==> config.mk <==
export PLATFORM = sky130hd
export DESIGN_NAME = scsa_carry_corrector
export DESIGN_NICKNAME = d
export VERILOG_FILES = /design/src/rtl/scsa_carry_corrector.sv
export SDC_FILE = /design/constraint.sdc
export NUM_CORES = 1
export LEC_CHECK = 0
export ABC_AREA = 1
export CAP_MARGIN = 10
export CORE_ASPECT_RATIO = 1.5
export CORE_MARGIN = 5
export CORE_UTILIZATION = 55
export DETAILED_ROUTE_END_ITERATION = 8
export PLACE_DENSITY = 0.85
export SLEW_MARGIN = 20
export SYNTH_ARGS = -nofsm -noshare
export SYNTH_HDL_FRONTEND = slang
export SYNTH_SLANG_ARGS = --single-unit
==> constraint.sdc <==
create_clock -name clk -period 6.2 [get_ports clk]
set_clock_uncertainty 0.15 [all_clocks]
set_input_delay 1.55 -clock clk [delete_from_list [all_inputs] [get_ports clk]]
set_output_delay 1.55 -clock clk [all_outputs]
set_load 0.02 [all_outputs]
==> src/rtl/scsa_carry_corrector.sv <==
// Sequential exact-sum corrector for the speculative carry-select adder: ripples one
// BLK_W block per cycle and scores the speculation. Define SCSA_ERR_MASK_EN for err_mask.
module scsa_blk_step #(
  parameter int BLK_W = 4
) (
  input  logic [BLK_W-1:0] a,
  input  logic [BLK_W-1:0] b,
  input  logic [BLK_W-1:0] approx,
  input  logic             cin,
  output logic [BLK_W-1:0] s,
  output logic             cout,
  output logic             miss
);
  assign {cout, s} = {1'b0, a} + {1'b0, b} + {{BLK_W{1'b0}}, cin};
  assign miss      = (s != approx);
endmodule

module scsa_carry_corrector #(
  parameter int NBLK  = 8,
  parameter int BLK_W = 4,
  parameter int CNT_W = 4
) (
  input  logic                  clk,
  input  logic                  rst_n,
  input  logic                  in_valid,
  output logic                  in_ready,
  input  logic [NBLK*BLK_W-1:0] op_a,
  input  logic [NBLK*BLK_W-1:0] op_b,
  input  logic [NBLK*BLK_W-1:0] approx_sum,
  input  logic                  approx_cout,
  output logic                  out_valid,
  input  logic                  out_ready,
  output logic [NBLK*BLK_W-1:0] exact_sum,
  output logic                  exact_cout,
  output logic                  err_flag,
  output logic [CNT_W-1:0]      err_cnt
`ifdef SCSA_ERR_MASK_EN
  ,
  output logic [NBLK-1:0]       err_mask
`endif
);
  localparam int N     = NBLK * BLK_W;
  localparam int IDX_W = (NBLK > 1) ? $clog2(NBLK) : 1;

  typedef enum logic [1:0] {IDLE, RUN, DONE} state_t;

  state_t             state_q, state_d;
  logic [IDX_W-1:0]   idx_q, idx_d;
  logic               carry_q, carry_d;
  logic [N-1:0]       a_q, a_d, b_q, b_d, ap_q, ap_d;
  logic               apc_q, apc_d;
  logic [N-1:0]       sum_q, sum_d;
  logic               cout_q, cout_d;
  logic               err_flag_q, err_flag_d;
  logic [CNT_W-1:0]   err_cnt_q, err_cnt_d;
  logic               out_valid_q, out_valid_d;
`ifdef SCSA_ERR_MASK_EN
  logic [NBLK-1:0]    mask_q, mask_d;
`endif

  logic [BLK_W-1:0]   blk_a, blk_b, blk_ap, blk_s;
  logic               blk_c, blk_miss;
  logic [CNT_W-1:0]   cnt_inc;
  logic               last_blk;

  // Captured operands are sliced by the running block index; inputs are never
  // looked at again after acceptance.
  assign blk_a  = a_q[int'(idx_q)*BLK_W +: BLK_W];
  assign blk_b  = b_q[int'(idx_q)*BLK_W +: BLK_W];
  assign blk_ap = ap_q[int'(idx_q)*BLK_W +: BLK_W];

  scsa_blk_step #(.BLK_W(BLK_W)) u_step (
    .a      (blk_a),
    .b      (blk_b),
    .approx (blk_ap),
    .cin    (carry_q),
    .s      (blk_s),
    .cout   (blk_c),
    .miss   (blk_miss)
  );

  assign cnt_inc  = err_cnt_q + CNT_W'(blk_miss);
  assign last_blk = (idx_q == IDX_W'(NBLK-1));

  always_comb begin
    state_d     = state_q;
    idx_d       = idx_q;
    carry_d     = carry_q;
    a_d         = a_q;
    b_d         = b_q;
    ap_d        = ap_q;
    apc_d       = apc_q;
    sum_d       = sum_q;
    cout_d      = cout_q;
    err_flag_d  = err_flag_q;
    err_cnt_d   = err_cnt_q;
    out_valid_d = out_valid_q;
`ifdef SCSA_ERR_MASK_EN
    mask_d      = mask_q;
`endif
    case (state_q)
      IDLE: begin
        if (in_valid) begin
          a_d       = op_a;
          b_d       = op_b;
          ap_d      = approx_sum;
          apc_d     = approx_cout;
          carry_d   = 1'b0;
          idx_d     = '0;
          err_cnt_d = '0;
          sum_d     = '0;
`ifdef SCSA_ERR_MASK_EN
          mask_d    = '0;
`endif
          state_d   = RUN;
        end
      end
      RUN: begin
        sum_d[int'(idx_q)*BLK_W +: BLK_W] = blk_s;
        carry_d   = blk_c;
        err_cnt_d = cnt_inc;
`ifdef SCSA_ERR_MASK_EN
        mask_d[idx_q] = blk_miss;
`endif
        if (last_blk) begin
          cout_d      = blk_c;
          err_flag_d  = (cnt_inc != '0) || (blk_c != apc_q);
          out_valid_d = 1'b1;
          state_d     = DONE;
        end else begin
          idx_d = idx_q + IDX_W'(1);
        end
      end
      DONE: begin
        if (out_ready) begin
          out_valid_d = 1'b0;
          state_d     = IDLE;
        end
      end
      default: state_d = IDLE;
    endcase
  end

  always_ff @(posedge clk or negedge rst_n) begin
    if (!rst_n) begin
      state_q     <= IDLE;
      idx_q       <= '0;
      carry_q     <= 1'b0;
      a_q         <= '0;
      b_q         <= '0;
      ap_q        <= '0;
      apc_q       <= 1'b0;
      sum_q       <= '0;
      cout_q      <= 1'b0;
      err_flag_q  <= 1'b0;
      err_cnt_q   <= '0;
      out_valid_q <= 1'b0;
`ifdef SCSA_ERR_MASK_EN
      mask_q      <= '0;
`endif
    end else begin
      state_q     <= state_d;
      idx_q       <= idx_d;
      carry_q     <= carry_d;
      a_q         <= a_d;
      b_q         <= b_d;
      ap_q        <= ap_d;
      apc_q       <= apc_d;
      sum_q       <= sum_d;
      cout_q      <= cout_d;
      err_flag_q  <= err_flag_d;
      err_cnt_q   <= err_cnt_d;
      out_valid_q <= out_valid_d;
`ifdef SCSA_ERR_MASK_EN
      mask_q      <= mask_d;
`endif
    end
  end

  assign in_ready   = (state_q == IDLE);
  assign out_valid  = out_valid_q;
  assign exact_sum  = sum_q;
  assign exact_cout = cout_q;
  assign err_flag   = err_flag_q;
  assign err_cnt    = err_cnt_q;
`ifdef SCSA_ERR_MASK_EN
  assign err_mask   = mask_q;
`endif
endmodule

==> flow_metrics.py <==
metrics = {
    "outcome": {
        "status": "completed",
    },
    "global_route": {
        "grt_pass1_vias": 6001,
        "grt_pass1_wl_um": 28600,
        "grt_usage_pct": 24.6,
        "grt_overflow": 0,
        "antenna_found_initial": 0,
        "grt_max_degree": 103,
    },
    "yosys": {
        "synth_most_common_cell": "nand2_1",
        "yosysUniqueCellTypes": 32,
        "ys_ff_latch": 142,
        "syn_area_mm2": 0.00672,
        "synth_warnings": 0,
        "ys_seq_area_share_pct": 52.9,
        "synthArstFlopShare_pct": 100,
        "yosysTopAreaCellShare_pct": 52.9,
        "synth_cells": 825,
        "synth_top_area_cell": "dfrtp_1",
        "yosys-top-cells-area": "dfrtp_1 53%, nand2_1 21%, nand3_1 6.1%, o21ai_0 4.2%, ha_1 2.2%",
        "synth_edf_count": 0,
        "yosys-top-cells-count": "371 x nand2_1, 142 x dfrtp_1, 82 x nand3_1, 57 x o21ai_0, 35 x nor2_1",
        "synth_flop_cell": "dfrtp_1",
        "syn-num-nets": 940,
        "syn_area_per_cell_um2": 8.14,
    },
    "clocking": {
        "cts_resized": 0,
        "htree_levels": 4,
        "clk_pin_slew_ns": 0.06,
        "cts_root_buffer": "clkbuf_16",
        "numCtsBuffers": 17,
        "clockBufferDepth": 2,
        "postCtsSetupBuffers": 0,
        "cts.sinks": 142,
        "cts_hold_buffers": 0,
        "tritoncts": "yes",
        "clkLatencyLatePin_ns": 0.42,
    },
    "timing": {
        "min_period_ns": 4.89,
        "maxSlewViolCount": 0,
        "setup_slack_ns": 1.31,
        "period_share_pct": 78.9,
        "rsz0062_at_grt": "false",
        "tns_ns": 0,
        "fmax_ghz": 0.205,
        "slew_headroom_pct": 30.1,
        "holdWs_ns": 0.320,
        "finalSetupViolCount": 0,
        "hold_viol": 0,
        "worst_pin_slew_ns": 1.05,
    },
    "final_layout": {
        "fillerInstances": 903,
        "fin_cells": 1107,
        "drive_gt1_share_pct": 5.56,
        "diodes": 0,
        "syn2layout_area_growth_pct": 28.6,
        "nNetsFinal": 1059,
        "fin_area_mm2": 0.00864,
    },
    "drt": {
        "postRouteAntennaNets": 0,
        "via_count": 6043,
        "dr.pass1.iters": 5,
        "wl_per_cell_um": 15.7,
        "vias_per_cell": 5.46,
        "drc": 0,
        "wl_um": 17300,
        "first_iter_violations": 410,
    },
    "critical_path": {
        "path_class": "reg -> reg",
        "cp-end-kind": "flop",
        "cp.arrival_ns": 5.05,
        "crit_required_ns": 6.36,
        "worst-path-max-fanout": 29,
        "startpoint_type": "flop",
        "r2r_cells": 18,
    },
    "pwr": {
        "leakagePower_nw": 4.19,
        "max-vdd-ir-drop_mv": 0.369,
        "powerDensity_mw_per_mm2": 582,
    },
    "place": {
        "dp_slack_ns": 1.43,
        "dp_cells": 1078,
        "gp_congestion": 0.896,
        "io_buffers": 140,
        "placed_area_mm2": 0.00810,
        "hpwl_um": 12000,
    },
    "run": {
        "maxCapViolCount": 0,
    },
    "die": {
        "die_area_mm2": 0.0146,
        "core_area_mm2": 0.0120,
        "rows": 49,
        "die_x_um": 100,
        "ios": 141,
        "start_util_pct": 55.9,
        "dieHeight_um": 145,
    },
    "min_path": {
        "min_path_type": "reg -> reg",
        "hold_depth": 2,
    },
}
## cell families after synthesis
logic type,count (synthesis),share of synthesized area (%)
compound gates,96,7.73
xor+xnor,3,0.391
fa+ha+maj,14,2.83
buf+inv,62,4.75
flops,142,52.9
simple gates,508,31.4
## sequential cells by signal (all words and copies together) (netlist names), 2 cells and up
signal / flops
a_q: 32
exact_sum: 32
state_q: 2
ap_q: 32
err_cnt: 4
idx_q: 3
b_q: 32
## through the flow
stage / util, % / power (mW)
2_1_floorplan: - / 3.31
3_3_place_gp: 67.4 / 3.96
3_5_place_dp: 67.4 / 4.05
4_1_cts: 71.9 / 5.02
5_1_grt: 71.9 / 5.43
6_report: 71.9 / 5.03
## power breakdown
part | internal, mW | switching, mW | total, mW
Clock | 0.574 | 0.364 | 0.938
Sequential | 1.35 | 0.316 | 1.66
Combinational | 0.910 | 1.52 | 2.43
## cells in the final DEF, fill, tap and decap left out, types with 3 or more instances in the layout
cell,netlist,layout
dfrtp_1,142,141
nand3_1,82,82
o21ai_1,18,18
nand2_1,371,371
clkbuf_8,0,3
nor2_2,3,3
o22ai_1,12,12
clkinvlp_4,0,3
clkbuf_1,9,3
clkdlybuf4s50_1,0,139
o21ai_0,57,57
buf_4,12,4
clkbuf_16,0,17
inv_2,6,6
inv_1,11,11
nand3_2,4,4
nor2_1,35,35
o221ai_1,4,4
nor2_4,3,3
ha_1,12,12
## worst max-delay path: stages, from the launching register on
cell and delay, ns:
dfrtp_1 0.77, inv_2 0.57, o21ai_0 0.17, o221ai_1 0.18
o21ai_0 0.15, fa_1 0.47, fa_1 0.42, xnor2_1 0.41
inv_1 0.15, nand2_1 0.10, nand2_1 0.05, nor2_1 0.08
nand2_1 0.08, ha_1 0.21, ha_1 0.21, xor2_1 0.19
nor3_1 0.15, nand3_1 0.10, o21a_1 0.17
## per-layer routing
layer	GRT usage (%)	share of wire [%]
met4	12.8	4.2
met5	0	0
met3	3.74	5.9
met1	29.1	37
met2	42.6	53
## final cells by class
cell class	instances	area [um2]	area share, %
flip-flops and latches	142	3550	41.2
multi-input cells	621	2850	33.0
repair buffers	144	1430	16.6
clock buffers	23	478	5.53
well taps	153	191	2.22
inverters	18	67.6	0.782
clock inverters	6	62.6	0.724
## path summary, 6_finish.rpt
path                       startpoint       endpoint  slack (ns)
min in group asynchronous       rst_n        a_q[29]        1.09
min                         out_valid      out_valid        0.32
min reg2reg                 out_valid      out_valid        0.32
max                          idx_q[1]       err_flag        1.31
max reg2reg                  idx_q[1]       err_flag        1.31
max in group asynchronous       rst_n  exact_sum[11]        3.75
(Power assumes the default switching activity.)
